==> src/rtl/dm_arb_pkg.sv <==
// Shared definitions for the data-memory write arbiter.
//   - default parameter constants
//   - global arbiter FSM state encoding
//   - per-core status encoding reported back to each processor
package dm_arb_pkg;

  localparam int DEF_NUM_CORES  = 4;
  localparam int DEF_ADDR_W     = 16;
  localparam int DEF_DATA_W     = 8;
  localparam int DEF_FIFO_DEPTH = 2;

  typedef enum logic [1:0] {
    ARB_IDLE  = 2'b00,
    ARB_RUN   = 2'b01,
    ARB_DRAIN = 2'b10,
    ARB_DONE  = 2'b11
  } arb_state_e;

  typedef enum logic [1:0] {
    CS_IDLE  = 2'b00,
    CS_RUN   = 2'b01,
    CS_STALL = 2'b10,
    CS_DONE  = 2'b11
  } core_status_e;

endpackage

==> src/rtl/wr_fifo.sv <==
// Per-core write buffer: small synchronous FIFO with show-ahead read.
// Pointers carry one extra wrap bit so full and empty are distinguishable.
// Ports:
//   clock, rst_r_n  clock / async active-low reset (empties the buffer)
//   push, wdata     write one entry (ignored when full)
//   pop             retire the head entry (ignored when empty)
//   rdata           head entry, valid whenever empty is low
//   full, empty     occupancy flags
module wr_fifo #(
  parameter int DEPTH = 2,
  parameter int WIDTH = 24
) (
  input  logic             clock,
  input  logic             rst_r_n,
  input  logic             push,
  input  logic [WIDTH-1:0] wdata,
  input  logic             pop,
  output logic [WIDTH-1:0] rdata,
  output logic             full,
  output logic             empty
);

  localparam int PTR_W = $clog2(DEPTH);

  logic [PTR_W:0]   wr_ptr;
  logic [PTR_W:0]   rd_ptr;
  logic [WIDTH-1:0] store [DEPTH];
  logic             do_push;
  logic             do_pop;

  assign empty   = (wr_ptr == rd_ptr);
  assign full    = (wr_ptr[PTR_W] != rd_ptr[PTR_W]) &&
                   (wr_ptr[PTR_W-1:0] == rd_ptr[PTR_W-1:0]);
  assign do_push = push && !full;
  assign do_pop  = pop && !empty;
  assign rdata   = store[rd_ptr[PTR_W-1:0]];

  always_ff @(posedge clock or negedge rst_r_n) begin
    if (!rst_r_n) begin
      wr_ptr <= '0;
      rd_ptr <= '0;
    end else begin
      if (do_push) wr_ptr <= wr_ptr + (PTR_W+1)'(1);
      if (do_pop)  rd_ptr <= rd_ptr + (PTR_W+1)'(1);
    end
  end

  // Entry storage needs no reset: it is only observed while non-empty.
  always_ff @(posedge clock) begin
    if (do_push) store[wr_ptr[PTR_W-1:0]] <= wdata;
  end

endmodule

==> src/rtl/dm_write_arbiter.sv <==
// Shares one data-memory write port between NUM_CORES processor cores.
// Each core writes into its own buffer; a round-robin arbiter drains one
// buffer entry per cycle into a registered memory write port.
//
// state     | meaning
// ----------+-------------------------------------------------------------
// ARB_IDLE  | waiting for start; all core requests dropped
// ARB_RUN   | cores write into their buffers, arbiter drains them
// ARB_DRAIN | every core has ended; remaining entries still being written
// ARB_DONE  | all buffers empty; all_done high until the next start
//
// Ports:
//   clock, rst_r_n        clock / async active-low reset
//   start                 one-cycle pulse: IDLE->RUN, DONE->IDLE
//   core_dm_en            per-core write request
//   core_ar, core_wdata   per-core address / data, core i at slice i
//   core_end              per-core end_process
//   core_status           per-core 2-bit status, core i at [2i+1:2i]
//   mem_we/addr/wdata     shared memory write port (addr/data hold when idle)
//   all_done              registered, high only in ARB_DONE
module dm_write_arbiter
  import dm_arb_pkg::*;
#(
  parameter int NUM_CORES  = DEF_NUM_CORES,
  parameter int ADDR_W     = DEF_ADDR_W,
  parameter int DATA_W     = DEF_DATA_W,
  parameter int FIFO_DEPTH = DEF_FIFO_DEPTH
) (
  input  logic                        clock,
  input  logic                        rst_r_n,
  input  logic                        start,
  input  logic [NUM_CORES-1:0]        core_dm_en,
  input  logic [NUM_CORES*ADDR_W-1:0] core_ar,
  input  logic [NUM_CORES*DATA_W-1:0] core_wdata,
  input  logic [NUM_CORES-1:0]        core_end,
  output logic [2*NUM_CORES-1:0]      core_status,
  output logic                        mem_we,
  output logic [ADDR_W-1:0]           mem_addr,
  output logic [DATA_W-1:0]           mem_wdata,
  output logic                        all_done
);

  localparam int ENTRY_W = ADDR_W + DATA_W;
  localparam int IDX_W   = (NUM_CORES > 1) ? $clog2(NUM_CORES) : 1;

  arb_state_e           state;
  arb_state_e           state_next;
  logic [NUM_CORES-1:0] fifo_full;
  logic [NUM_CORES-1:0] fifo_empty;
  logic [NUM_CORES-1:0] fifo_push;
  logic [NUM_CORES-1:0] fifo_pop;
  logic [ENTRY_W-1:0]   fifo_rdata [NUM_CORES];
  logic [ENTRY_W-1:0]   grant_entry;
  logic [IDX_W-1:0]     rr_ptr;
  logic [IDX_W-1:0]     grant_idx;
  logic [IDX_W-1:0]     cand_idx;
  logic                 grant_valid;
  logic                 all_end;
  logic                 all_empty;
  int                   cand;

  assign all_end   = &core_end;
  assign all_empty = &fifo_empty;

  always_ff @(posedge clock or negedge rst_r_n) begin
    if (!rst_r_n) state <= ARB_IDLE;
    else          state <= state_next;
  end

  always_comb begin
    state_next = state;
    unique case (state)
      ARB_IDLE:  if (start)     state_next = ARB_RUN;
      ARB_RUN:   if (all_end)   state_next = ARB_DRAIN;
      ARB_DRAIN: if (all_empty) state_next = ARB_DONE;
      ARB_DONE:  if (start)     state_next = ARB_IDLE;
      default:                  state_next = ARB_IDLE;
    endcase
  end

  for (genvar i = 0; i < NUM_CORES; i++) begin : g_core
    core_status_e cs;

    // Status is combinational from buffer occupancy so a core sees STALL in
    // the very cycle its buffer fills, even if that buffer pops this cycle.
    always_comb begin
      cs = CS_IDLE;
      unique case (state)
        ARB_RUN, ARB_DRAIN: begin
          if (fifo_full[i])                       cs = CS_STALL;
          else if (core_end[i] && fifo_empty[i])  cs = CS_DONE;
          else                                    cs = CS_RUN;
        end
        ARB_DONE: cs = CS_DONE;
        default:  cs = CS_IDLE;
      endcase
    end

    assign core_status[2*i +: 2] = cs;
    assign fifo_push[i] = core_dm_en[i] && (cs == CS_RUN);
    assign fifo_pop[i]  = grant_valid && (grant_idx == IDX_W'(i));

    wr_fifo #(
      .DEPTH (FIFO_DEPTH),
      .WIDTH (ENTRY_W)
    ) u_fifo (
      .clock   (clock),
      .rst_r_n (rst_r_n),
      .push    (fifo_push[i]),
      .wdata   ({core_ar[i*ADDR_W +: ADDR_W], core_wdata[i*DATA_W +: DATA_W]}),
      .pop     (fifo_pop[i]),
      .rdata   (fifo_rdata[i]),
      .full    (fifo_full[i]),
      .empty   (fifo_empty[i])
    );
  end

  // Round-robin: search starts at rr_ptr, which points one past the last
  // granted core.
  always_comb begin
    grant_valid = 1'b0;
    grant_idx   = rr_ptr;
    cand        = 0;
    cand_idx    = '0;
    if (state == ARB_RUN || state == ARB_DRAIN) begin
      for (int k = 0; k < NUM_CORES; k++) begin
        cand     = (int'(rr_ptr) + k) % NUM_CORES;
        cand_idx = IDX_W'(cand);
        if (!grant_valid && !fifo_empty[cand_idx]) begin
          grant_valid = 1'b1;
          grant_idx   = cand_idx;
        end
      end
    end
  end

  assign grant_entry = fifo_rdata[grant_idx];

  always_ff @(posedge clock or negedge rst_r_n) begin
    if (!rst_r_n) begin
      mem_we    <= 1'b0;
      mem_addr  <= '0;
      mem_wdata <= '0;
      rr_ptr    <= '0;
      all_done  <= 1'b0;
    end else begin
      mem_we <= grant_valid;
      if (grant_valid) begin
        mem_addr  <= grant_entry[ENTRY_W-1 -: ADDR_W];
        mem_wdata <= grant_entry[DATA_W-1:0];
        rr_ptr    <= (grant_idx == IDX_W'(NUM_CORES-1)) ? '0 : grant_idx + IDX_W'(1);
      end
      all_done <= (state_next == ARB_DONE);
    end
  end

endmodule

==> config.mk <==
export PLATFORM = sky130hd
export DESIGN_NAME = dm_write_arbiter
export DESIGN_NICKNAME = d
export VERILOG_FILES = /design/src/rtl/dm_arb_pkg.sv /design/src/rtl/wr_fifo.sv /design/src/rtl/dm_write_arbiter.sv
export SDC_FILE = /design/constraint.sdc
export NUM_CORES = 1
export LEC_CHECK = 0
export ABC_AREA = 1
export BUFFER_PORTS_ARGS = -buffer_cell sky130_fd_sc_hd__buf_2
export CAP_MARGIN = 20
export CORE_ASPECT_RATIO = 1.2
export CORE_MARGIN = 1
export CORE_UTILIZATION = 40
export CTS_CLUSTER_DIAMETER = 60
export CTS_CLUSTER_SIZE = 12
export DETAILED_ROUTE_END_ITERATION = 6
export PLACE_DENSITY = 0.67
export RECOVER_POWER = 50
export SYNTH_ARGS = -nofsm -noshare
export SYNTH_HDL_FRONTEND = slang
export SYNTH_SLANG_ARGS = --single-unit
==> constraint.sdc <==
create_clock -name clock -period 4.6 [get_ports clock]
set_input_delay 0 -clock clock [delete_from_list [all_inputs] [get_ports clock]]
set_output_delay 0 -clock clock [all_outputs]
set_load 0.1 [all_outputs]
==> results of run 1 <==
what timing repair did:
item / CTS / global route
endpoints found under the hold margin: 244 / 9
resized for setup: 0 / 0
hold buffers: 102 / 1
power by group through the flow:
stage          Combinational [mW]  Clock, mW  Sequential [mW]
4_1_cts                      5.04       1.82             3.04
2_1_floorplan                3.25          0             3.72
6_report                     4.99       1.78             3.04
3_3_place_gp                 4.88          0             3.07
3_5_place_dp                 4.94          0             3.07
5_1_grt                      5.45       1.89             3.08
registers in the layout (all words and copies together) (netlist names):
register and flops:
mem_addr 16, mem_wdata 8, g_core.u_fifo.rd_ptr 8, mem_we 1, g_core.u_fifo.wr_ptr 8, g_core.u_fifo.store 192
all_done 1, rr_ptr 2, state 2
layout by cell type, fill, tap and decap left out, types with 6 or more instances in the layout:
cell | netlist | layout
clkbuf_1 | 17 | 110
buf_2 | 11 | 45
inv_1 | 27 | 27
dfrtp_1 | 46 | 46
edfxtp_1 | 192 | 192
clkbuf_16 | 0 | 25
xor2_1 | 12 | 12
nand2_1 | 373 | 373
a21oi_1 | 8 | 8
nand3_1 | 103 | 103
mux2i_1 | 48 | 48
nor2_2 | 2 | 10
o21ai_0 | 6 | 6
nand2_2 | 10 | 10
buf_4 | 6 | 16
nand3_2 | 12 | 12
dlygate4sd3_1 | 0 | 103
cell families (layout without fill, tap and decap cells):
group	count (synthesis)	count (layout)	share of synthesized area
simple gates	529	529	0.223
flops	238	238	0.662
buf+inv	77	337	0.0385
mux	48	48	0.0460
compound gates	24	24	0.0134
xor+xnor	14	14	0.0117
fa+ha+maj	5	5	0.00599
path summary, 6_finish.rpt:
| path | from | end | slack, ns | cells after the start |
|---|---|---|---|---|
| hold / removal | core_end[1] | state[1]$_DFF_PN0_ | 0.03 | 5 |
| hold reg to reg | mem_wdata[4]$_DFFE_PN0P_ | mem_wdata[4]$_DFFE_PN0P_ | 0.49 | 2 |
| setup reg to reg | g_core[0].u_fifo.rd_ptr[0]$_DFFE_PN0P_ | g_core[1].u_fifo.rd_ptr[1]$_DFFE_PN0P_ | 1.17 | 18 |
| max in group asynchronous | rst_r_n | mem_wdata[4]$_DFFE_PN0P_ | 1.57 | 4 |
| setup / recovery | g_core[0].u_fifo.rd_ptr[0]$_DFFE_PN0P_ | g_core[1].u_fifo.rd_ptr[1]$_DFFE_PN0P_ | 1.17 | 18 |
| min in group asynchronous | rst_r_n | mem_wdata[7]$_DFFE_PN0P_ | 0.54 | 3 |
critical path: cells and delay by family (launching register included):
kind	cells	cell delay, ns
and+or+nand+nor	13	1.72
buffers and inverters	4	1.16
DFF	1	0.36
AOI/OAI and AO/OA	1	0.06
routing by layer:
metal  vias to the layer above  global-route usage
met4                         0              0.0991
met5                         -                   0
met1                      3582               0.239
li1                       3658                   -
met2                       241               0.338
met3                        69              0.0257
layout make-up:
| type | instances | area (µm²) | area share |
|---|---|---|---|
| clock buffers | 40 | 682 | 0.0522 |
| clock inverters | 3 | 18.8 | 0.00144 |
| flip-flops and latches | 238 | 6920 | 0.530 |
| multi-input cells | 620 | 3150 | 0.242 |
| repair buffers | 260 | 1740 | 0.133 |
| inverters | 34 | 133 | 0.0102 |
| well taps | 330 | 413 | 0.0316 |
through the flow:
stage / cell area [µm²] / setup WS (ns) / hold WS, ns
3_3_place_gp: 11400 / 1.25 / 0.189
3_5_place_dp: 11400 / 1.20 / 0.192
5_1_grt: 13100 / 0.857 / 0.0151
6_report: 13100 / 1.17 / 0.0255
4_1_cts: 13200 / 1.19 / 0.00279
2_1_floorplan: 10500 / 0.148 / -0.296
==> run metrics, run 1 <==
outcome finished with violations; failing checks max-capacitance violations, max-slew violations; Hold Path Class input port to flop; GRT Total Usage 0.196; Crit path arrival time 3.83 ns; Hold Violations, Final 0; Switch Pwr 4.78 mW; fmax 291 MHz; WL met1 10.5 mm; routability congestion estimate 0.839; highest metal used met4; Detail Route Antenna Nets 0; row count 64; Pint 5.04 mW; Post-Layout Cell Count 1525; count leader, synth nand2_1; total CTS buffers 24; Synth Net Count 1047; Die W 150 µm; vias in the first global route 7426; Main synth FF type edfxtp_1; Vias 7550; share of the yosys chip area belonging to registers 0.662; dpl cells 1378; sequential share of power 0.310; wire per inst 17.2 µm; grt ovf 0; total power 9.82 mW; initial antenna violation count 0; CTS tree built; fillers 2224; area delta synth->final 24.9%; Synth top area share 0.552; CP endpoint kind flop; Avg Inst Size Synth 11.2 µm²; largest net degree at the start of global routing 47; Post-Syn Area 10500 µm²; Post-CTS Setup Bufs 0; critical-path cell list buf_4, inv_1, buf_4, nand2_1, nand2_2, nand3_1, nand3_1, nand2_4, nor2_8, nand2_2, nand2_2, nand3_1, nand2_1, nand2_2, inv_2, nand3_1, nand2_1, o21ai_1; RSZ-0062 raised after global routing no; area leader, netlist edfxtp_1; met3 wire length 1.37 mm; Least-Margin Pin Slew 2.22 ns; pwr dens 752 nW/µm²; Final min period 3.43 ns; number of vias per cell 4.95; H-tree Lvls 1; post-layout util 0.511; Yosys warnings 0; max-slew violations 38; die height 179 µm; first-pass GRT wire length 39.5 mm; initial drt markers 558; final setup fails 0; nets 1290; Reg clk slew, reported paths 0.06 ns; I/O pins 141; Leakage Power 5.48 nW; setup TNS 0 ns; Synth Instances 935; Post-synth EDFFs 192; Max FO, Critical Path 29; Worst EP required 5.00 ns; Clock Latency Late Sink 0.51 ns; Startpoint Class flop; number of synthesized register bits 238; clock share of power 0.182; Total Wirelength 26.2 mm; port buffer count 140; synth top area cells edfxtp_1 55%, nand2_1 13%, dfrtp_1 11%; n_diodes 0; CP peak stage delay 0.55 ns; switching part of the total 0.486; Max Cap Violations 1; met2 WL post-DR 13.1 mm; Post-synth top cells 373 x nand2_1, 192 x edfxtp_1, 103 x nand3_1; Crit Path Class flop to flop; Worst Clk Skew 0.0105 ns; Comb power frac 0.509; share of cells above drive strength 1 0.113; clk sinks 238; CTS root buf clkbuf_16; CP max stage cell inv_2; drt first pass iters 6; Tcrit/Tclk final 0.746; DRC viols 0; die area 26800 µm²; CTS max path bufs 3; core area 25500 µm²; slew margin rel. -0.479; Post-DP HPWL 17.0 mm; ys async rst share 0.193; Starting Density 0.409; Max IR drop VDD 0.000549 V; Yosys cell types 38
Power figures use the tool's default switching activity.
==> run 2, diff against run 1 <==
PLACE_DENSITY = 0.69   (was 0.67)
clock period = 2.75 ns   (was 4.6 ns; I/O delays follow)
==> run 2 against run 1 <==
Net effect:
- the run now ends clean
- worst hold slack lost 0.0022 ns
- clock power is 72% higher
- core utilization is 1.4 points higher
- sequential cell count unchanged
- cell area up 2.7%
- critical path type unchanged
- largest cell class unchanged
==> run metrics, run 2 (synthesis gave the netlist of run 1 again) <==
initial drt markers 550 (-1.4%); Max FO, Critical Path 10 (-66%); Post-DP Area 11700 µm² (+2.6%); Buf+Inv Stages, Crit Path 1 (-3); pwr dens 1270 nW/µm² (+69%); Worst EP required 3.19 ns (-1.81 ns); max-slew violations 0 (-100%); critical-path cell list inv_2, nand3_1, nand2_1, nand2_1, nand2_2, nand2_1, nand2_2, nand2_2, nand3_1, nand2_1, nand2_2, ha_1, nand3_1, nor2_1, xor2_1; total CTS buffers 24 (unchanged); die height 179 µm (unchanged); area delta synth->final 28.2%; Hold Violations, Final 0 (unchanged); Worst Clk Skew 0.0218 ns (+0.0113 ns); RSZ-0062 raised after global routing no; most frequent cells in the layout 372 x nand2_1, 192 x edfxtp_1, 109 x clkbuf_1, 103 x nand3_1, 101 x dlygate4sd3_1; Total Wirelength 25.7 mm (-1.8%); CP endpoint kind flop; fmax 400 MHz (+37%); nets 1298 (+0.62%); Final min period 2.50 ns (-0.933 ns); CTS max path bufs 3 (unchanged); Detail Route Antenna Nets 0 (unchanged); H-tree Lvls 1 (unchanged); Least-Margin Pin Slew 1.20 ns (-1.02 ns); Hold WS 0.0233 ns (-0.00225 ns); Startpoint Class flop; drt first pass iters 5 (-1); Reg clk slew, reported paths 0.06 ns (about the same); GRT Total Usage 0.196 (+0.000675); Crit Path Class flop to flop; clk sinks 238 (unchanged); DRC viols 0 (unchanged); number of vias per cell 4.94 (-0.13%); CTS root buf clkbuf_16; final setup fails 0 (unchanged); die area 26800 µm² (unchanged); Clock Latency Late Sink 0.52 ns (about the same); Max Cap Violations 0 (-1); Starting Density 0.409 (unchanged); commonest non-fill, non-tap cell in the layout nand2_1; CP top delay family simple AND/OR/NAND/NOR gates; initial antenna violation count 1 (+1); CP peak stage delay 0.52 ns (-0.03 ns); outcome finished, final reports clean; grt ovf 0 (unchanged); Vias 7590 (+0.53%); Crit path arrival time 2.93 ns (-0.90 ns); Max IR drop VDD 0.000761 V (+39%); share of cells above drive strength 1 0.131 (+0.0183); wire per inst 16.8 µm (-2.4%); CTS tree built; Die W 150 µm (unchanged); core area 25500 µm² (unchanged); Post-DP HPWL 17.1 mm (+0.51%); routability congestion estimate 0.849 (+1.3%); largest net degree at the start of global routing 47 (unchanged); I/O pins 141 (unchanged); Tcrit/Tclk final 0.908 (+0.163); flip-flop count of the largest register after layout 192 (unchanged); CP max stage cell dfrtp_1; vias in the first global route 7394 (-0.43%); first-pass GRT wire length 39.6 mm (+0.33%); Leakage Power 5.58 nW (+1.9%); row count 64 (unchanged); Hold Path Class input port to flop; port buffer count 140 (unchanged); setup TNS 0 ns (unchanged); slew margin rel. 0.202 (+0.681); post-route cell area 13400 µm² (+2.7%)
run 2: changes by cell type in the layout (fill, tap and decap cells not counted), moves of 2 or more:
| cell | change |
|---|---|
| a21oi_1 | -7 |
| nor2_4 | +9 |
| dlygate4sd3_1 | -2 |
| a21oi_4 | +3 |
| clkbuf_2 | +2 |
| nand2_4 | +2 |
| nor2_2 | -8 |
| buf_12 | +11 |
| a21oi_2 | +4 |
run 2: what timing repair did:
action / CTS / global route
resized for setup: 1 / 3
hold endpoints to repair: 243 / 7
setup endpoints to repair: 2 / 16
hold buffers: 100 / 1
pin swaps: 0 / 1
buffers inserted: 0 / 2
cloned: 0 / 1
run 2: final timing paths:
kind / from / end / slack, ns / cells after the start
max in group asynchronous: rst_r_n / mem_wdata[4]$_DFFE_PN0P_ / 0.91 / 4
worst max register to register: rr_ptr[0]$_DFFE_PN0P_ / g_core[3].u_fifo.rd_ptr[1]$_DFFE_PN0P_ / 0.25 / 15
worst min-delay path: core_dm_en[2] / g_core[2].u_fifo.wr_ptr[0]$_DFFE_PN0N_ / 0.02 / 3
min in group asynchronous: rst_r_n / g_core[1].u_fifo.wr_ptr[1]$_DFFE_PN0N_ / 0.47 / 3
worst min register to register: g_core[1].u_fifo.wr_ptr[1]$_DFFE_PN0N_ / g_core[1].u_fifo.wr_ptr[1]$_DFFE_PN0N_ / 0.49 / 1
worst max-delay path: rr_ptr[0]$_DFFE_PN0P_ / g_core[3].u_fifo.rd_ptr[1]$_DFFE_PN0P_ / 0.25 / 15
run 2: area by class of cell:
cell class / count / area [µm²]
fill: 2221 / 12100
inverter: 34 / 135
sequential: 238 / 6920
multi-input combinational: 621 / 3280
antenna: 1 / 2.50
clock inverter: 3 / 43.8
tap: 330 / 413
clock buffer: 41 / 686
timing repair buffer: 267 / 1930
run 2: metal layers:
layer  vias to the layer above  track usage  share of wire
met5                         -            0              0
met3                        49       0.0282          0.056
met2                       247        0.343           0.51
li1                       3683            -              -
met4                         0       0.0748          0.031
met1                      3611        0.245           0.40
run 2: power breakdown:
part | total (mW) | internal, mW | switching [mW]
Sequential | 5.08 | 4.66 | 0.414
Combinational | 8.89 | 2.48 | 6.41
Clock | 3.07 | 1.79 | 1.28
Total | 17.0 | 8.93 | 8.11
run 2: tightest hold or removal path: stages:
cell and delay, ns:
buf_2 0.10, nand3b_1 0.26, xor2_1 0.12
run 2: metrics by stage:
step	std cells	total power, mW	setup WS (ns)	utilization
finish	1535	17.0	0.252	0.525
global route	1535	18.1	0.0130	0.525
CTS	1529	17.1	0.181	0.527
detailed placement	1385	13.9	-0.0619	0.460
global placement	1385	13.8	0.100	0.460
floorplan	935	11.9	0.00157	-
